**config.mk**
```make
export PLATFORM = sky130hd
export DESIGN_NAME = regfile_scoreboard
export DESIGN_NICKNAME = d
export VERILOG_FILES = /design/src/rtl/regfile_scoreboard.sv
export SDC_FILE = /design/constraint.sdc
export NUM_CORES = 2
export LEC_CHECK = 0
export ABC_CLOCK_PERIOD_IN_PS = 8500
export CORE_MARGIN = 2
export CORE_UTILIZATION = 25
export DETAILED_ROUTE_END_ITERATION = 10
export PLACE_DENSITY = 0.43
export SLEW_MARGIN = 20
export SYNTH_ARGS = -nofsm -noshare
export SYNTH_HDL_FRONTEND = slang
export SYNTH_HIERARCHICAL = 1
export SYNTH_SLANG_ARGS = --single-unit
```
**constraint.sdc**
```tcl
create_clock -name clk -period 8.5 [get_ports clk]
set_input_delay 1.7 -clock clk [delete_from_list [all_inputs] [get_ports clk]]
set_output_delay 1.7 -clock clk [all_outputs]
set_load 0.02 [all_outputs]
```
**src/rtl/regfile_scoreboard.sv**
```systemverilog
// Parametrised register file for decode/register-read: read-only constant
// registers, optional write-to-read bypass and a per-register pending scoreboard.

module regfile_scoreboard_rdport #(
    parameter int WIDTH = 16
) (
    input  logic             clk,
    input  logic             reset,
    input  logic             en_i,
    input  logic [WIDTH-1:0] data_d_i,
    input  logic             pend_d_i,
    output logic [WIDTH-1:0] data_o,
    output logic             pend_o
);
    logic [WIDTH-1:0] data_q;
    logic             pend_q;

    // A disabled port holds its last result.
    always_ff @(posedge clk) begin
        if (!reset) begin
            data_q <= '0;
            pend_q <= 1'b0;
        end else if (en_i) begin
            data_q <= data_d_i;
            pend_q <= pend_d_i;
        end
    end

    assign data_o = data_q;
    assign pend_o = pend_q;
endmodule

module regfile_scoreboard #(
    parameter  int WIDTH  = 16,
    parameter  int NREGS  = 64,
    parameter  int NRD    = 2,
    parameter  int NCONST = 4,
    parameter  int BYPASS = 1,
    localparam int AW     = (NREGS > 1) ? $clog2(NREGS) : 1
) (
    input  logic                 clk,
    input  logic                 reset,
    input  logic [NRD-1:0]       rd_en,
    input  logic [NRD*AW-1:0]    rd_addr,
    output logic [NRD*WIDTH-1:0] rd_data,
    output logic [NRD-1:0]       rd_pend,
    output logic                 stall,
    input  logic                 wr_en,
    input  logic [AW-1:0]        wr_addr,
    input  logic [WIDTH-1:0]     wr_data,
    input  logic                 claim_en,
    input  logic [AW-1:0]        claim_addr,
    output logic [AW:0]          pend_cnt
);
    localparam logic [AW:0] NCONST_W = (AW+1)'(NCONST);
    localparam logic [AW:0] NREGS_W  = (AW+1)'(NREGS);
    localparam bit          BYP      = (BYPASS != 0);

    function automatic logic [WIDTH-1:0] const_val(input int k);
        case (k)
            1:       const_val = WIDTH'(1);
            2:       const_val = {1'b1, {(WIDTH-1){1'b0}}};
            3:       const_val = '1;
            default: const_val = '0;
        endcase
    endfunction

    logic [NREGS-1:0][WIDTH-1:0] regs_q;
    logic [NREGS-1:0]            pend_q;
    logic [AW:0]                 cnt_q, cnt_d;
    logic                        stall_q;

    logic wr_ok, cl_ok, same_addr, pend_set, pend_clr;

    assign wr_ok     = wr_en && ({1'b0, wr_addr} >= NCONST_W) && ({1'b0, wr_addr} < NREGS_W);
    assign cl_ok     = claim_en && ({1'b0, claim_addr} >= NCONST_W) && ({1'b0, claim_addr} < NREGS_W);
    assign same_addr = wr_ok && cl_ok && (wr_addr == claim_addr);
    // A same-address claim beats the write clear, so only an independent write can decrement.
    assign pend_set  = cl_ok && !pend_q[claim_addr];
    assign pend_clr  = wr_ok && pend_q[wr_addr] && !same_addr;
    assign cnt_d     = cnt_q + (AW+1)'(pend_set) - (AW+1)'(pend_clr);

    logic [NRD-1:0][WIDTH-1:0] rdat_d, rdat_q;
    logic [NRD-1:0]            rpend_d, rpend_q;

    for (genvar g = 0; g < NRD; g++) begin : g_rd
        logic [AW-1:0] a;
        logic          in_rng, hit;
        assign a      = rd_addr[g*AW +: AW];
        assign in_rng = ({1'b0, a} < NREGS_W);
        assign hit    = BYP && wr_ok && (wr_addr == a);
        assign rdat_d[g]  = hit ? wr_data : (in_rng ? regs_q[a] : '0);
        assign rpend_d[g] = !hit && in_rng && pend_q[a];

        regfile_scoreboard_rdport #(.WIDTH(WIDTH)) u_rd (
            .clk      (clk),
            .reset    (reset),
            .en_i     (rd_en[g]),
            .data_d_i (rdat_d[g]),
            .pend_d_i (rpend_d[g]),
            .data_o   (rdat_q[g]),
            .pend_o   (rpend_q[g])
        );

        assign rd_data[g*WIDTH +: WIDTH] = rdat_q[g];
        assign rd_pend[g]                = rpend_q[g];
    end

    // The claim is applied after the write clear so the new producer wins.
    always_ff @(posedge clk) begin
        if (!reset) begin
            for (int r = 0; r < NREGS; r++)
                regs_q[r] <= (r < NCONST) ? const_val(r) : '0;
            pend_q  <= '0;
            cnt_q   <= '0;
            stall_q <= 1'b0;
        end else begin
            if (wr_ok) begin
                regs_q[wr_addr] <= wr_data;
                pend_q[wr_addr] <= 1'b0;
            end
            if (cl_ok)
                pend_q[claim_addr] <= 1'b1;
            cnt_q   <= cnt_d;
            stall_q <= |(rd_en & rpend_d);
        end
    end

    assign stall    = stall_q;
    assign pend_cnt = cnt_q;
endmodule

```
Word level (Yosys, flattened, before mapping)
Cells that the tools add are included.
{"block": "op_classes", "eq_ne": 3, "n_reduce_logical": 18, "n_addsub": 2, "n_shift": 0, "bitwise_logic": 4, "div_mod_pow": 0, "n_mux": 24, "mul": 0, "order_cmp": 8}
{"cell": "bitwise mux 1024 bit", "n": 1}
{"cell": "binary-select mux 16 bit (select 6 bit)", "n": 2}
{"cell": "two-way mux 64 bit", "n": 3}
{"cell": "demux 16 bit (select 6 bit)", "n": 1}
{"cell": "two-way mux 16 bit", "n": 5}
{"cell": "AND 64 bit", "n": 1}
{"cell": "NOT 64 bit", "n": 1}
{"cell": "OR 64 bit", "n": 1}
{"cell": "less-than comparator 6 x 7 -> 1 bit, second input constant", "n": 4}
{"cell": "binary-select mux 1 bit (select 6 bit)", "n": 4}
{"cell": "equality test 6 bit", "n": 3}
{"cell": "logical AND 1 bit", "n": 13}
{"cell": "demux 1 bit (select 6 bit)", "n": 2}
{"cell": ">= comparator 6 x 1 -> 1 bit, second input constant", "n": 2}
{"cell": ">= comparator 6 x 3 -> 1 bit, second input constant", "n": 2}
{"cell": "adder 7 x 1 -> 7 bit", "n": 1}
{"cell": "subtractor 7 x 1 -> 7 bit", "n": 1}
{"cell": "two-way mux 1 bit", "n": 6}
{"cell": "logical NOT 1 bit", "n": 4}
{"cell": "AND 2 bit", "n": 1}
{"cell": "OR reduction 2 bit", "n": 1}
{"block": "word_totals", "latchBits": 0, "regBits": 1130, "ram_bits": 0, "mem_bits_ro": 0, "memories": 0, "in_bits": 46}

Logic depth before layout (Yosys ltp)
{"block": "depth", "ltp_word": 10, "ltp_mapped": 19, "depth_no_buf": 16}

By module
Netlist, hierarchy kept.
{"module": "regfile_scoreboard", "area_each_um2": 59502.1, "seq_area_each_um2": 21941.0, "n_inst": 1, "cells_each": 6315}
{"module": "regfile_scoreboard_rdport", "area_each_um2": 651.9, "seq_area_each_um2": 340.3, "n_inst": 2, "cells_each": 54}

Worst setup path before layout
Ideal clock, no wire load.
{"block": "synth_timing", "path_kind": "in2reg", "startpoint": "input port claim_addr[2]", "endpoint": "register cnt_q[6], in the netlist pend_cnt[6]", "cell_stages": 17, "path_slack_ps": 3398, "setup_time_ps": 115, "n_path_buf": 3, "arrival_ps": 4987, "required_time_ps": 8385, "path_cell_list": "buf_2 buf_1 buf_1 a21oi_1 a311oi_1 o32ai_1 a2111o_1 ha_1 inv_1 ha_1 fa_1 a21o_1 a21oi_1 o21bai_1 a21oi_1 xnor2_1 and2_1"}
{"block": "synth_between", "elab_chain_cells": 7, "elab_cells_between_ends": 13, "cone_classes": "add/sub: 2; order compare: 1; eq/ne: 1; mux: 2; reduce/logical: 7"}
{"item": "from (decl)", "line_no": "52", "text": "input logic [AW-1:0] claim_addr,"}
{"item": "branches (longest 6 deep; another with adder 7 x 1 -> 7 bit)"}
{"item": "subtractor 7 x 1 -> 7 bit (*)", "line_no": "81", "text": "assign cnt_d = cnt_q + (AW+1)'(pend_set) - (AW+1)'(pend_clr);"}
{"item": "to (signal assigned)", "line_no": "124", "text": "cnt_q <= cnt_d;"}
{"item": "to (decl)", "line_no": "70", "text": "logic [AW:0] cnt_q, cnt_d;"}
Every way passes the cells marked *. The select of a mux whose other input is x is not followed.
A chain may end at the register's enable or synchronous reset.

Final worst setup path
{"block": "layout_timing", "startpoint": "input port wr_addr[2]", "endpoint": "register cnt_q[6], in the netlist pend_cnt[6]"}
{"block": "layout_between", "elab_chain_cells": 7, "elab_cells_between_ends": 11, "cone_classes": "add/sub: 1; order compare: 1; eq/ne: 1; mux: 2; reduce/logical: 6"}
{"item": "from (decl)", "line_no": "49", "text": "input logic [AW-1:0] wr_addr,"}
{"item": "branches (longest 5 deep; another with binary-select mux 1 bit (select 6 bit))"}
{"item": "logical AND 1 bit (*)", "line_no": "80", "text": "assign pend_clr = wr_ok && pend_q[wr_addr] && !same_addr;"}
{"item": "subtractor 7 x 1 -> 7 bit (*)", "line_no": "81"}
Marks and branches as above.

==> metrics.txt <==
# TYPE chip_impl_metric gauge
chip_impl_info{name="run_status",value="finished clean"} 1
chip_impl_metric{name="leakagePower",unit="nW"} 22.1
chip_impl_metric{name="share_of_async_settable_or_async_resettable_flops_after_synthesis",unit="%"} 0
chip_impl_metric{name="top_level_ports",unit=""} 88
chip_impl_metric{name="cts_setup_buffers",unit=""} 0
chip_impl_metric{name="std_cell_rows",unit=""} 181
chip_impl_info{name="cts_tree",value="built"} 1
chip_impl_metric{name="die_h",unit="µm"} 497
chip_impl_metric{name="port-buffer-count",unit=""} 87
chip_impl_metric{name="sequential_share_of_the_synthesized_area",unit="%"} 37.2
chip_impl_metric{name="totalNegativeSetupSlack",unit="ns"} 0
chip_impl_metric{name="floorplan.die.width",unit="µm"} 497
chip_impl_metric{name="layout-drive-gt1-share",unit="%"} 15.5
chip_impl_metric{name="p_total",unit="mW"} 12.8
chip_impl_metric{name="grt_util_all_layers",unit="%"} 22.0
chip_impl_info{name="crit_path_start",value="wr_addr[2]"} 1
chip_impl_metric{name="drv_slew",unit=""} 0
chip_impl_metric{name="post_syn_area",unit="mm²"} 0.0608
chip_impl_metric{name="reg2regPathDepth",unit=""} 15
chip_impl_metric{name="drtAntennaViolNets",unit=""} 0
chip_impl_metric{name="ctsHoldBuffers",unit=""} 0
chip_impl_metric{name="largest_net_degree_at_the_start_of_global_routing",unit=""} 248
chip_impl_info{name="rsz0062_at_grt",value="false"} 1
chip_impl_metric{name="dr.first_iter.drc_count",unit=""} 5862
chip_impl_metric{name="finalCriticalPeriod",unit="ns"} 6.01
chip_impl_metric{name="gpl.final_weighted_congestion",unit=""} 0.926
chip_impl_metric{name="cts.path.max_buffers",unit=""} 3
chip_impl_metric{name="detail_route.vias_per_cell",unit=""} 5.34
chip_impl_metric{name="critPathMaxFanout",unit=""} 25
chip_impl_metric{name="die-area",unit="mm²"} 0.247
chip_impl_info{name="worst_setup_path_endpoint",value="pend_cnt[6]"} 1
chip_impl_metric{name="synthCells",unit=""} 6423
chip_impl_metric{name="number_of_buffers_inserted_during_clock_tree_synthesis",unit=""} 138
chip_impl_metric{name="ys.warnings.count",unit=""} 6
chip_impl_metric{name="power.density",unit="mW/mm²"} 185
chip_impl_metric{name="firstDrtPassIters",unit=""} 5
chip_impl_metric{name="synth_enable_flop_cells",unit=""} 0
chip_impl_metric{name="average_instance_area_after_synthesis",unit="µm²"} 9.47
chip_impl_metric{name="synth_top_cell_area_share",unit="%"} 37.2
chip_impl_metric{name="clock_tree_sinks",unit=""} 1130
chip_impl_metric{name="min_period_over_period",unit="%"} 70.7
chip_impl_metric{name="setup_violations",unit=""} 0
chip_impl_metric{name="timing.clock.skew",unit="ns"} 0.0307
chip_impl_info{name="reg2reg_to",value="pend_cnt[6]"} 1
chip_impl_metric{name="crit_arrival",unit="ns"} 6.69
chip_impl_info{name="timing.critical_path.to_type",value="flip-flop"} 1
chip_impl_metric{name="critical_path_required",unit="ns"} 9.18
chip_impl_metric{name="number_of_register_bits_inferred_by_synthesis",unit=""} 1130
chip_impl_metric{name="grt_pass1_vias",unit=""} 47900
chip_impl_metric{name="design.final.nets",unit=""} 6299
chip_impl_metric{name="grt_pass1_wl",unit="µm"} 391000
chip_impl_info{name="critPathLaunchType",value="primary input"} 1
chip_impl_metric{name="clkSlewWorstSetupHoldPaths",unit="ns"} 0.06
chip_impl_metric{name="achievable-frequency",unit="MHz"} 166
chip_impl_info{name="cts-root-buf",value="sky130_fd_sc_hd__clkbuf_16"} 1
chip_impl_metric{name="worst-r2r-setup-slack",unit="ns"} 4.64
chip_impl_metric{name="worst_hold_path.num_cells",unit=""} 1
chip_impl_metric{name="floorplan.initialDensity",unit="%"} 25.1
chip_impl_metric{name="grt_overflow_total",unit=""} 0
chip_impl_metric{name="htree_levels",unit=""} 4
chip_impl_metric{name="relSlewSlack",unit="%"} 12.4
chip_impl_metric{name="drt_wl_total",unit="µm"} 281000
chip_impl_info{name="worst_r2r_startpoint",value="pend_q[15]"} 1
chip_impl_info{name="synth.largest_area_cell",value="sky130_fd_sc_hd__dfxtp_1"} 1
chip_impl_metric{name="syn_to_final_growth",unit="%"} 13.5
chip_impl_metric{name="synth.lib_cells_used.distinct",unit=""} 68
chip_impl_metric{name="vdd_ir_drop_max",unit="mV"} 0.233
chip_impl_metric{name="cap_violations",unit=""} 0
chip_impl_metric{name="dpl.hpwl",unit="µm"} 181000
chip_impl_metric{name="fp.coreArea",unit="mm²"} 0.243
chip_impl_metric{name="drc_errors",unit=""} 0
chip_impl_metric{name="post_cts.resized_instances",unit=""} 0
chip_impl_metric{name="post_synthesis_net_count",unit=""} 6477
chip_impl_info{name="worst_hold_path_type",value="flip-flop to flip-flop"} 1
chip_impl_metric{name="clkLatencyLatePin",unit="ns"} 0.81
chip_impl_metric{name="finalHoldViolations",unit=""} 0
chip_impl_metric{name="vias",unit=""} 51100
chip_impl_info{name="synth.area.top_cells",value="sky130_fd_sc_hd__dfxtp_1, sky130_fd_sc_hd__mux4_2, sky130_fd_sc_hd__nand2_1"} 1
chip_impl_info{name="timing_worst_setup_path_type",value="primary input to flip-flop"} 1
chip_impl_metric{name="route.detailed.wl_per_inst",unit="µm"} 29.3
chip_impl_metric{name="tightestPinTransition",unit="ns"} 1.31
chip_impl_metric{name="antenna_violations_before_repair",unit=""} 34
chip_impl_info{name="synth-main-ff-cell",value="sky130_fd_sc_hd__dfxtp_1"} 1
## cells in the mapped netlist, types with 35 or more instances
library cell / instances
sky130_fd_sc_hd__a21boi_0: 945
sky130_fd_sc_hd__a22oi_1: 163
sky130_fd_sc_hd__and2_1: 67
sky130_fd_sc_hd__buf_2: 132
sky130_fd_sc_hd__buf_4: 35
sky130_fd_sc_hd__clkbuf_1: 368
sky130_fd_sc_hd__dfxtp_1: 1130
sky130_fd_sc_hd__mux2i_1: 267
sky130_fd_sc_hd__mux4_2: 522
sky130_fd_sc_hd__nand2_1: 2043
sky130_fd_sc_hd__nor2_1: 107
sky130_fd_sc_hd__nor2b_1: 146
sky130_fd_sc_hd__o22ai_1: 59
## placed cells by master, fill, tap and decap left out, drive strengths merged, types with 22 or more instances in the layout
master         count
a21oi             26
o21ai             22
clkdlybuf4s50     59
inv               30
o22ai             59
nand2           2044
a21boi           945
nand2b            32
mux4             525
nor2             109
nor2b            146
dfxtp           1130
buf              214
mux2i            267
a211oi            23
clkbuf           215
and2              68
a22oi            163
## metrics by stage
stage / instance area [µm²] / hold WS [ns] / cells / utilization, % / setup WS (ns)
after CTS: 69000 / 0.460 / 9552 / 28.4 / 2.64
final: 69000 / 0.461 / 9565 / 28.5 / 2.49
after floorplan: 60800 / 0.423 / 6423 / - / 3.40
after global routing: 69000 / 0.487 / 9558 / 28.5 / 2.32
after global placement: 64400 / 0.440 / 9307 / 26.5 / 1.65
after detailed placement: 64400 / 0.442 / 9307 / 26.5 / 1.77
## worst max-delay path: stages
cell                              delay [ns]
sky130_fd_sc_hd__clkdlybuf4s50_1        1.20
sky130_fd_sc_hd__clkinv_1               0.56
sky130_fd_sc_hd__and3_1                 0.43
sky130_fd_sc_hd__a221oi_1               0.30
sky130_fd_sc_hd__o21ai_0                0.13
sky130_fd_sc_hd__a2bb2oi_1              0.21
sky130_fd_sc_hd__a21oi_1                0.18
sky130_fd_sc_hd__ha_1                   0.33
sky130_fd_sc_hd__inv_1                  0.05
sky130_fd_sc_hd__ha_1                   0.21
sky130_fd_sc_hd__fa_1                   0.44
sky130_fd_sc_hd__a21o_1                 0.20
sky130_fd_sc_hd__a21oi_1                0.21
sky130_fd_sc_hd__o21bai_1               0.09
sky130_fd_sc_hd__a21oi_1                0.18
sky130_fd_sc_hd__xnor2_1                0.10
sky130_fd_sc_hd__and2_1                 0.15
## registers in the layout, indices dropped and copies added, names as in the netlist
register / count
g_rd.u_rd/data_o: 32
g_rd.u_rd/pend_o: 2
pend_cnt: 7
pend_q: 64
regs_q: 1024
stall: 1
## worst min-delay path by stage
stage | startpoint | endpoint | slack, ns
after floorplan | regs_q[47] | regs_q[47] | 0.42
after global placement | regs_q[63] | regs_q[63] | 0.44
after detailed placement | regs_q[63] | regs_q[63] | 0.44
after CTS | regs_q[48] | regs_q[48] | 0.46
after global routing | regs_q[50] | regs_q[50] | 0.49
final | regs_q[48] | regs_q[48] | 0.46
## report_power, final
part | internal (mW) | switching, mW
Combinational | 0.438 | 0.819
Sequential | 5.34 | 0.0380
Clock | 3.66 | 2.51
## metal layers
| metal | vias to the layer above | routed length [µm] | track usage [%] | part of all wire (%) |
|---|---|---|---|---|
| met3 | 448 | 21100 | 4.06 | 7.5 |
| met5 | - | 158 | 0 | 0.056 |
| li1 | 22300 | - | - | - |
| met1 | 26100 | 122000 | 30.3 | 44 |
| met4 | 24 | 13600 | 10.3 | 4.8 |
| met2 | 2213 | 123000 | 33.1 | 44 |
## area by class of cell
cell class	count	area (µm²)
fillers	25100	174000
clock buffers	214	4200
repair buffers	274	2370
clock inverters	31	432
flip-flops and latches	1130	22600
diodes	13	32.5
well taps	3202	4010
inverters	27	101
multi-input cells	4674	35300
## cell families (layout without fill, tap and decap cells)
kind of cell	after synthesis	count (layout)	synth area share, %
XOR/XNOR	24	24	0.358
multiplexers	803	803	24.1
AO/OA/AOI/OAI	1363	1363	16.7
adder cells (fa/ha/maj)	8	8	0.177
buffers and inverters	619	546	4.85
AND/OR/NAND/NOR	2476	2476	16.6
other	0	13	0
flip-flops	1130	1130	37.2
Power figures use the tool's default switching activity.
